**config.mk**
```make
export PLATFORM = sky130hd
export DESIGN_NAME = boa_sim_monitor
export DESIGN_NICKNAME = d
export VERILOG_FILES = /design/src/rtl/boa_sim_pkg.sv /design/src/rtl/boa_bus_logger.sv /design/src/rtl/boa_sim_monitor.sv
export SDC_FILE = /design/constraint.sdc
export NUM_CORES = 1
export LEC_CHECK = 0
export CORE_ASPECT_RATIO = 0.75
export CORE_MARGIN = 2
export CORE_UTILIZATION = 45
export DETAILED_ROUTE_END_ITERATION = 6
export DONT_BUFFER_PORTS = 1
export PLACE_DENSITY = 0.67
export SYNTH_ARGS = -nofsm -noshare
export SYNTH_HDL_FRONTEND = slang
export SYNTH_HIERARCHICAL = 1
export SYNTH_SLANG_ARGS = --single-unit
```
**constraint.sdc**
```tcl
create_clock -name clk -period 3.9 [get_ports clk]
set_input_delay 0.78 -clock clk [delete_from_list [all_inputs] [get_ports clk]]
set_output_delay 0.78 -clock clk [all_outputs]
set_load 0.005 [all_outputs]
```
**src/rtl/boa_sim_pkg.sv**
```systemverilog
// boa_sim_pkg: shared state encoding, trap cause codes and fail codes for the simulation monitor.
package boa_sim_pkg;

   typedef enum logic [2:0] {
      S_HOLD,
      S_RUN,
      S_PASS,
      S_FAIL,
      S_TIMEOUT
   } state_e;

   localparam logic [4:0]  CAUSE_EBREAK     = 5'd3;
   localparam logic [4:0]  CAUSE_MECALL     = 5'd11;
   localparam logic [30:0] EBREAK_FAIL_CODE = 31'h7FFF_FFFF;

   function automatic logic is_terminal(input state_e s);
      return s == S_PASS || s == S_FAIL || s == S_TIMEOUT;
   endfunction

endpackage

```
**src/rtl/boa_bus_logger.sv**
```systemverilog
// boa_bus_logger: prints data-bus writes, reads and the terminal verdict.
// Compiled only when BOA_SIM_MONITOR_LOG_EN is defined.
`ifdef BOA_SIM_MONITOR_LOG_EN
module boa_bus_logger
   import boa_sim_pkg::*;
(
   input  logic        clk,
   input  logic        rst_n,
   input  logic        bus_re,
   input  logic [3:0]  bus_we,
   input  logic [29:0] bus_addr,
   input  logic [31:0] bus_wdata,
   input  logic [31:0] bus_rdata,
   input  state_e      state,
   input  logic [30:0] fail_code
);

   logic        rd_q, rd_d;
   logic [29:0] rd_addr_q, rd_addr_d;
   state_e      prev_q, prev_d;

   always_comb begin
      rd_d      = bus_re;
      rd_addr_d = bus_addr;
      prev_d    = state;
   end

   always_ff @(posedge clk or negedge rst_n) begin
      if (!rst_n) begin
         rd_q      <= 1'b0;
         rd_addr_q <= '0;
         prev_q    <= S_HOLD;
      end else begin
         rd_q      <= rd_d;
         rd_addr_q <= rd_addr_d;
         prev_q    <= prev_d;
         if (|bus_we)
            $display("WRITE 0x%08h = 0x%08h mask 0b%04b", {bus_addr, 2'b00}, bus_wdata, bus_we);
         if (rd_q)
            $display("READ 0x%08h = 0x%08h", {rd_addr_q, 2'b00}, bus_rdata);
         if (is_terminal(state) && state != prev_q)
            $display("MONITOR %s code 0x%08h", state.name(), fail_code);
      end
   end

endmodule
`endif

```
**src/rtl/boa_sim_monitor.sv**
```systemverilog
// boa_sim_monitor: holds the core in reset, then watches tohost writes and traps for a verdict.
// Define BOA_SIM_MONITOR_LOG_EN to build in the bus/verdict logger.
module boa_sim_monitor
   import boa_sim_pkg::*;
#(
   parameter logic [31:0] TOHOST_ADDR = 32'h8000_1000,
   parameter int unsigned TIMEOUT     = 100000,
   parameter int unsigned RST_CYCLES  = 4,
   parameter int unsigned CW          = 32
) (
   input  logic          clk,
   input  logic          rst_n,
   input  logic          bus_re,
   input  logic [3:0]    bus_we,
   input  logic [29:0]   bus_addr,
   input  logic [31:0]   bus_wdata,
   input  logic [31:0]   bus_rdata,
   input  logic          trap,
   input  logic [4:0]    trap_cause,
   output logic          core_rst,
   output logic          done,
   output logic          pass,
   output logic [30:0]   fail_code,
   output logic          timed_out,
   output logic [CW-1:0] cycles
);

   state_e        state_q, state_d;
   logic [7:0]    hold_q, hold_d;
   logic [CW-1:0] cycles_q, cycles_d;
   logic [30:0]   fail_code_q, fail_code_d;
   logic          hit;

   always_comb begin
      hit         = bus_we == 4'hF && {bus_addr, 2'b00} == TOHOST_ADDR;
      state_d     = state_q;
      hold_d      = hold_q;
      cycles_d    = cycles_q;
      fail_code_d = fail_code_q;
      if (state_q == S_HOLD) begin
         hold_d = hold_q + 8'd1;
         if (hold_q == 8'(RST_CYCLES - 1)) state_d = S_RUN;
      end else if (state_q == S_RUN) begin
         // tohost writes with bit 0 clear are not verdicts, so a trap in the same cycle still counts
         if (hit && bus_wdata == 32'd1) begin
            state_d = S_PASS;
         end else if (hit && bus_wdata[0]) begin
            state_d     = S_FAIL;
            fail_code_d = bus_wdata[31:1];
         end else if (trap && trap_cause == CAUSE_EBREAK) begin
            state_d     = S_FAIL;
            fail_code_d = EBREAK_FAIL_CODE;
         end else if (trap && trap_cause == CAUSE_MECALL) begin
            state_d = S_PASS;
         end else if (TIMEOUT != 0 && cycles_q == CW'(TIMEOUT)) begin
            state_d = S_TIMEOUT;
         end else if (cycles_q != '1) begin
            cycles_d = cycles_q + 1'b1;
         end
      end
   end

   always_ff @(posedge clk or negedge rst_n) begin
      if (!rst_n) begin
         state_q     <= S_HOLD;
         hold_q      <= '0;
         cycles_q    <= '0;
         fail_code_q <= '0;
      end else begin
         state_q     <= state_d;
         hold_q      <= hold_d;
         cycles_q    <= cycles_d;
         fail_code_q <= fail_code_d;
      end
   end

   assign core_rst  = state_q == S_HOLD;
   assign done      = is_terminal(state_q);
   assign pass      = state_q == S_PASS;
   assign timed_out = state_q == S_TIMEOUT;
   assign fail_code = fail_code_q;
   assign cycles    = cycles_q;

`ifdef BOA_SIM_MONITOR_LOG_EN
   boa_bus_logger u_logger (
      .clk       (clk),
      .rst_n     (rst_n),
      .bus_re    (bus_re),
      .bus_we    (bus_we),
      .bus_addr  (bus_addr),
      .bus_wdata (bus_wdata),
      .bus_rdata (bus_rdata),
      .state     (state_q),
      .fail_code (fail_code_q)
   );
`else
   logic unused_bus;
   assign unused_bus = ^{bus_re, bus_rdata};
`endif

endmodule
```
==> reports/metrics.yaml <==
sta:
  skew_ns: 0.009664
  fin_crit_sh: 0.7807
  fmax_mhz: 328.5
  worst_hold_slack_ns: 0.1314
  slew_headroom: 0.1837
  tightest_slew_ns: 1.223
  setup_viol: 0
  report.final.slew_viol_count: 0
  hold_viol_final: 0
  fin_setup_tns_ns: 0
  rsz0062_at_grt: "no"
  period_minus_slack_ns: 3.045
yosys:
  synth_cell_types: 38
  yosys-top-cells-area: "dfrtp_1 55%, xnor2_1 9.1%, o22a_1 8.0%"
  synth.top_cells.by_count: "74 x dfrtp_1, 35 x xnor2_1, 31 x o22a_1"
  synth_cells: 292
  ys.flop_type: "dfrtp_1"
  synth-edff-count: 0
  synth.top_cell.area_share: 0.5479
  syn_area_mm2: 0.003379
  ys_warn_count: 6
  synthesis.nets: 402
  avgSynthCellArea_um2: 11.57
  synth_most_common_cell: "dfrtp_1"
  synth_top_cell_by_area: "dfrtp_1"
  async_reset_ff_frac: 1.000
  synth_seq_cells: 74
  synth_seq_area_share: 0.5479
clock_tree:
  cts_buffers: 9
  cts_resized: 0
  post_cts_buffers: 0
  cts_max_level: 3
  cts_tree: "built"
  clkTransAtPathRegs_ns: 0.08
  cts_buffer_depth: 2
  clockRootBuffer: "clkbuf_8"
  clk_latency_ns: 0.34
  hold_buffers: 0
  cts.sinks: 74
grt:
  grt_usage: 0.1900
  overflow: 0
  grt_max_degree: 75
  antenna_found_initial: 0
  grt_pass1_vias: 2476
  grt_pass1_wl_um: 12310
final_layout:
  nFillCells: 682
  area_growth_syn_to_layout_pct: 8.960
  seq_area_mm2: 0.001852
  drive_gt1_frac: 0.08333
  fin_cells: 401
  nets: 407
  num_antenna_cells: 0
  multi_input_area_mm2: 0.001454
die:
  row_count: 27
  dieArea_mm2: 0.008226
  die_h_um: 79.05
  die_w_um: 104.1
  fp.coreArea_mm2: 0.007297
  io-pin-count: 174
  start_util: 0.4631
outcome:
  status: "finished clean"
worst_setup_path:
  cpMaxStageDelayCell: "nor2_2"
  r2r_start: "cycles[6]"
  endpoint_kind: "register"
  rr_worst_depth: 5
  crit_start: "bus_we[2]"
  path_buf_inv: 0
  critical_path.max_fanout: 31
  critPathMaxStageDelay_ns: 0.94
  crit_arrival_ns: 3.32
  crit_family: "simple AND/OR/NAND/NOR gates"
  cp_data_required_time_ns: 4.17
  cp_cell_sequence: "nand4_1, or4_1, or4_4, mux2i_2, nor2_2, o22a_1"
  cp.depth: 6
  start_kind: "input port"
  crit_type: "in -> reg"
placed_design:
  io_buffers: 0
  dp_cells: 387
  dpl.hpwl_um: 5495
  routabilityCongestion: 0.7776
power:
  power_density_mw_per_mm2: 381.3
  irDropWorstVdd_v: 0.0001814
  p_leak_nw: 1.558
detailed_routing:
  via_count: 2446
  wl_per_cell_um: 18.81
  viasPerCell: 6.100
  drtIter0Drc: 165
  drt-pass1-iter-count: 4
  routed_wl_um: 7543
  ant_nets: 0
  route.detailed.drc: 0
job:
  cap_viol_max_count: 0
hold_path:
  hold_class: "in -> async"
-- worst register-to-register path, cell delays in order, from the launching register on --
cell     delay, ns
dfrtp_1       0.48
and3_1        0.26
nand2_1       0.11
nor3_1        0.87
nand4_1       0.22
xnor2_1       0.18
-- path summary, 6_finish.rpt --
kind	endpoint	slack, ns
min in group clk	hold_q[7]	0.47
min reg2reg	hold_q[7]	0.47
min	fail_code[22]	0.13
max reg2reg	cycles[23]	1.66
max	fail_code[11]	0.86
max in group asynchronous	cycles[17]	3.62
-- area by class of cell --
type | instances | share of cell area
well taps | 101 | 0.03432
multi-input cells | 204 | 0.3948
clock buffers | 9 | 0.03364
repair buffers | 4 | 0.008155
clock inverters | 5 | 0.02209
flip-flops and latches | 74 | 0.5029
inverters | 4 | 0.004077
-- registers in the layout, summed over array words and instances (netlist names) --
signal,cells
hold_q,8
fail_code,31
cycles,32
state_q,3
-- per-layer routing --
layer	track usage	part of all wire	vias up	routed length [µm]
met3	0.08046	0.11	11	795
met5	0	0	-	0
met1	0.2437	0.44	1197	3325
li1	-	-	1119	-
met2	0.2921	0.44	119	3333
met4	0.06351	0.012	0	89
-- cells by family (layout without fill, tap and decap cells) --
logic type	after synthesis	after routing	synth area share
AO/OA/AOI/OAI	39	39	0.09849
XOR/XNOR	37	37	0.09589
adder cells (fa/ha/maj)	3	3	0.01111
buffers and inverters	14	22	0.02332
flip-flops	74	74	0.5479
multiplexers	2	2	0.007403
AND/OR/NAND/NOR	123	123	0.2158
-- cells in the final DEF, fill, tap and decap left out, types with 2 or more instances in the layout --
master | Yosys | layout
buf_4 | 0 | 4
xor2_1 | 2 | 2
o22a_1 | 31 | 31
and4_1 | 6 | 6
nor3_1 | 6 | 6
ha_1 | 3 | 3
dfrtp_1 | 74 | 74
bufinv_16 | 0 | 2
nand2_1 | 15 | 15
nand4_1 | 24 | 24
nor2_1 | 7 | 7
nand3b_1 | 2 | 2
nor4b_1 | 3 | 3
and2_1 | 4 | 4
clkbuf_8 | 0 | 9
and3_1 | 10 | 10
xnor2_1 | 35 | 35
nand3_1 | 17 | 17
nor4_1 | 18 | 18
inv_1 | 4 | 4
nor3b_1 | 3 | 2
or4_1 | 3 | 3
-- per-stage QoR --
stage / power, mW / area, µm² / setup WS [ns] / util
after floorplan: 0.7951 / 3379 / 1.308 / -
after global placement: 0.7964 / 3477 / 0.5248 / 0.4765
after detailed placement: 0.7968 / 3477 / 0.5420 / 0.4765
after CTS: 1.428 / 3682 / 0.9131 / 0.5046
after global routing: 1.461 / 3682 / 0.6760 / 0.5046
final: 1.404 / 3682 / 0.8555 / 0.5046
-- power breakdown --
group / internal (mW) / switching [mW]
clock: 0.353 / 0.269
combinational: 0.00658 / 0.00263
sequential: 0.770 / 0.00245
total: 1.13 / 0.274
(Power assumes the default switching activity.)
